## config.mk

```make
export PLATFORM = sky130hd
export DESIGN_NAME = m_alu_core
export DESIGN_NICKNAME = d
export VERILOG_FILES = /design/src/rtl/m_alu_core.sv
export SDC_FILE = /design/constraint.sdc
export NUM_CORES = 2
export LEC_CHECK = 0
export ABC_CLOCK_PERIOD_IN_PS = 12700
export CAP_MARGIN = 20
export CORE_MARGIN = 2
export CORE_UTILIZATION = 55
export DETAILED_ROUTE_END_ITERATION = 8
export PLACE_DENSITY = 0.75
export SYNTH_ARGS = -nofsm -noshare
export SYNTH_HDL_FRONTEND = slang
export SYNTH_SLANG_ARGS = --single-unit
```

## constraint.sdc

```tcl
create_clock -name vclk -period 12.7
set_input_delay 1.27 -clock vclk [all_inputs]
set_output_delay 1.27 -clock vclk [all_outputs]
set_load 0.02 [all_outputs]
```

## src/rtl/m_alu_core.sv

```systemverilog
// Datapath for the multiply/divide unit: 33x33 signed multiplier, divider subtractor,
// and quotient/remainder select with negation. Purely combinational; clk/resetn are interface-only.

`ifndef MUX_MULTA_LENGTH
`define MUX_MULTA_LENGTH 1
`endif
`ifndef MUX_MULTB_LENGTH
`define MUX_MULTB_LENGTH 1
`endif
`ifndef MUX_DIV_REM_LENGTH
`define MUX_DIV_REM_LENGTH 1
`endif
`ifndef MUX_MULTA_R_UNSIGNED
`define MUX_MULTA_R_UNSIGNED 0
`endif
`ifndef MUX_MULTA_R_SIGNED
`define MUX_MULTA_R_SIGNED 1
`endif
`ifndef MUX_DIV_REM_R
`define MUX_DIV_REM_R 0
`endif
`ifndef MUX_DIV_REM_Z
`define MUX_DIV_REM_Z 1
`endif

module m_alu_core (
  input  logic                           clk,
  input  logic                           resetn,
  input  logic [`MUX_MULTA_LENGTH-1:0]   mux_multA,
  input  logic [`MUX_MULTB_LENGTH-1:0]   mux_multB,
  input  logic [`MUX_DIV_REM_LENGTH-1:0] mux_div_rem,
  input  logic [31:0]                    R,
  input  logic [62:0]                    D,
  input  logic [31:0]                    Z,
  output logic [31:0]                    sub_result,
  output logic [31:0]                    div_rem,
  output logic [31:0]                    div_rem_neg,
  output logic [63:0]                    product
);

  localparam logic [`MUX_MULTA_LENGTH-1:0] MULTA_SIGNED =
    `MUX_MULTA_LENGTH'(`MUX_MULTA_R_SIGNED);
  localparam logic [`MUX_MULTB_LENGTH-1:0] MULTB_SIGNED =
    `MUX_MULTB_LENGTH'(`MUX_MULTA_R_SIGNED);
  localparam logic [`MUX_DIV_REM_LENGTH-1:0] SEL_Z =
    `MUX_DIV_REM_LENGTH'(`MUX_DIV_REM_Z);

  logic        a_signed;
  logic        b_signed;
  logic [31:0] mult_b;
  logic [32:0] op_a;
  logic [32:0] op_b;
  logic [65:0] op_a_ext;
  logic [65:0] op_b_ext;
  logic [65:0] product_full;

  assign a_signed = (mux_multA == MULTA_SIGNED);
  assign b_signed = (mux_multB == MULTB_SIGNED);
  assign mult_b   = D[62:31];

  // A 33-bit signed operand covers both signed and unsigned 32-bit inputs,
  // so one signed multiplier serves MUL/MULH/MULHSU/MULHU.
  assign op_a = {a_signed & R[31], R};
  assign op_b = {b_signed & mult_b[31], mult_b};

  // Truncated two's-complement product of sign-extended operands equals the signed product.
  assign op_a_ext     = {{33{op_a[32]}}, op_a};
  assign op_b_ext     = {{33{op_b[32]}}, op_b};
  assign product_full = op_a_ext * op_b_ext;
  assign product      = product_full[63:0];

  assign sub_result  = R - D[31:0];
  assign div_rem     = (mux_div_rem == SEL_Z) ? Z : R;
  assign div_rem_neg = ~div_rem + 32'd1;

  logic unused_ok;
  assign unused_ok = &{1'b0, clk, resetn, product_full[65:64]};

endmodule

```

After elaboration in Yosys (flattened, before gate mapping)
Index checks and enable logic that the tools add are counted.

storage, ports and cells
  register bits after elaboration = 0
  input bits = 132
  logic and storage cells = 7
  output and inout bits = 160

cells by class
  multipliers = 1
  $add $sub $neg = 2
  bitwise logic cells = 3
  multiplexer cells = 1

operators by type and width
  cell                                                              count
  33-bit by 33-bit multiplier with 64-bit output                    1
  32-bit by 1-bit adder with 32-bit output (second input constant)  1
  32-bit 2-to-1 mux                                                 1
  32-bit inverter                                                   1
  32-bit subtractor                                                 1
  1-bit bitwise AND                                                 2

Longest topological paths before layout
  depth in word-level cells = 3
  depth in mapped cells = 31
  depth with buffers taken out = 28

Worst setup path after synthesis
OpenSTA, ideal clock, no wires.

  kind = in2out
  start point = input mux_multA
  end point = output product[58]
  data arrival time = 9.095 ns
  stages = 28
  path buffers = 2
  path slack = 2.335 ns
  data required time = 11.430 ns
  cells stage by stage = and2_0 clkbuf_1 nand2_1 inv_1 fa_1 inv_1 fa_1 inv_1 fa_1 fa_1 fa_1 fa_1 fa_1 inv_1 fa_1 inv_1 ha_1 clkbuf_1 nand3_1 nor2_1 o21a_1 a21oi_1 o21ai_0 nand4_1 a211oi_1 o21ai_1 mux2i_1 a2111oi_0

on the way
  cells in the longest elaborated chain, start to end = 2

RTL lines
  what                                            line  source
  start: declaration                              29    input logic [`MUX_MULTA_LENGTH-1:0] mux_multA,
  1-bit bitwise AND                               63    assign op_a = {a_signed & R[31], R};
  33-bit by 33-bit multiplier with 64-bit output  69    assign product_full = op_a_ext * op_b_ext;
  end: declaration                                38    output logic [63:0] product

Every way passes these cells.

Worst setup path after layout
  start point = input R[5]
  end point = output product[58]

on the way
  cells in the longest elaborated chain, start to end = 1

RTL lines
  what                                            line  source
  start: declaration                              32    input logic [31:0] R,
  33-bit by 33-bit multiplier with 64-bit output  69

Every way passes these cells.

==> results.json <==
{
  "critPathRequiredTime_ns": 11.43,
  "syn_nets": 6066,
  "synth_cell_types": 71,
  "die-area_sq_um": 76400,
  "multiInputGateArea_sq_um": 35400,
  "grt-ovfl-total": 0,
  "synth_top_area_cell": "fa_1",
  "crit_type": "in -> out",
  "finalSetupTns_ns": 0,
  "max_slew_margin_pct": 28.9,
  "die_y_um": 276,
  "grt_antenna_before_repair": 4,
  "yosysWarnings": 0,
  "synthCells": 4563,
  "min_period_ns": 12.36,
  "rows": 99,
  "fin_crit_sh_pct": 97.3,
  "grt_max_degree": 56,
  "synth_area_per_cell_sq_um": 8.95,
  "dieWidth_um": 276,
  "holdCritStartpoint": "R[31]",
  "drcViolationCount": 0,
  "cp_common_cell": "fa_1",
  "first_pass_iters": 6,
  "crit_start": "R[5]",
  "cts_hold_buf": 0,
  "core_area_sq_um": 73200,
  "fin_nets": 6242,
  "initial_utilization_pct": 55.8,
  "cp-end-kind": "output port",
  "tightest_slew_ns": 1.06,
  "finalHoldViolCount": 0,
  "drive_gt1_share_pct": 3.88,
  "finalMaxSlewViolations": 0,
  "drt_iter0_drc": 2275,
  "seq_cells": 0,
  "hp-class": "in -> out",
  "vias": 31100,
  "syn_area_sq_um": 40800,
  "dp_hpwl_um": 94300,
  "rsz0062_at_grt": "false",
  "arrival_ns": 11.09,
  "io_pins": 292,
  "fmax_mhz": 80.9,
  "critical_path.slowest_cell": "clkdlybuf4s50_1",
  "netlist.area_leader.share_pct": 55.2,
  "cpPeakStageDelay_ns": 1.17,
  "grt_pass1_vias": 33800,
  "setup_viol": 0,
  "crit_fanout": 15,
  "setup_slack_ns": 0.340,
  "synth.area.top_cells": "fa_1 (55%), inv_1 (11%), ha_1 (7.5%)",
  "post_drt_wl_per_cell_um": 19.7,
  "ant_nets": 0,
  "vias_per_cell": 5.45,
  "seq_area_sq_um": 0,
  "maxCapViolCount": 0,
  "area_growth_pct": 9.94,
  "fillers": 6180,
  "portBuffers": 290,
  "place_ws_ns": 0.422,
  "outcome": "complete, no violations",
  "start_kind": "primary input",
  "place.gp.congestion": 0.943,
  "yosysSeqAreaShare_pct": 0,
  "clock_buffers": 0,
  "wl_um": 112000,
  "grt_pass1_wl_um": 185000,
  "grt_usage_pct": 30.7
}
[critical path, delay by kind of cell]
family          cells  cell delay (ns)
buf+inv             9             2.25
simple gates        5             1.09
mux                 1             0.15
compound gates      5             1.92
fa+ha+maj           9             4.40
[area by class of cell]
class | instances | area share, %
diodes | 3 | 0.0167
multi-input cells | 3169 | 78.9
inverters | 1148 | 9.60
well taps | 959 | 2.67
repair buffers | 420 | 8.79
[cell usage after synthesis, drive strengths merged, types with 5 or more instances]
cell / instances
or2: 18
and4: 6
buf: 10
xnor2: 88
nand3: 17
and3: 28
o21bai: 6
clkbuf: 232
fa: 1126
nand2: 709
ha: 245
nor3b: 6
a31oi: 10
o21a: 9
nand2b: 12
and2: 393
nand4: 14
o211ai: 5
or3: 12
nor3: 30
a211oi: 8
a2111oi: 5
nor2: 82
nor2b: 14
inv: 1148
a21o: 65
o21ai: 58
a21oi: 93
mux2i: 13
xor2: 40
mux2: 20
[worst paths after layout]
kind / depth (start not counted) / end
setup / recovery: 29 / product[58]
hold / removal: 3 / div_rem[31]
[kinds of logic after synthesis]
group,synth area share [%]
AO/OA/AOI/OAI,4.55
XOR/XNOR,2.75
adder cells (fa/ha/maj),62.7
buffers and inverters,13.3
multiplexers,0.901
AND/OR/NAND/NOR,15.8
[cells in the final DEF, fill, tap and decap left out, types with 82 or more instances in the layout]
cell and instances:
and2_1 391, xnor2_1 88, fa_1 1126, nor2_1 82, ha_1 245, buf_4 124, a21oi_1 93, inv_1 1148
clkdlybuf4s50_1 282, nand2_1 709
[stage by stage]
stage	hold slack (ns)	area [sq um]	util, %	instances
6_report	3.60	44900	61.3	5699
5_1_grt	3.64	44900	61.3	5697
4_1_cts	3.61	44900	61.3	5696
3_5_place_dp	3.62	44900	61.3	5696
3_3_place_gp	3.60	44900	61.3	5696
2_1_floorplan	2.73	40800	-	4563
[routing by layer]
metal	GRT usage [%]	wire [um]	part of all wire, %
met5	0	18	0.016
met4	8.45	3680	3.3
met3	5.75	10600	9.5
met2	50.3	52800	47
met1	42.1	45000	40
[repair_timing]
item | in CTS | in global routing
endpoints found under the setup margin | 0 | 5
gates resized for setup | 0 | 5
buffers inserted | 0 | 0
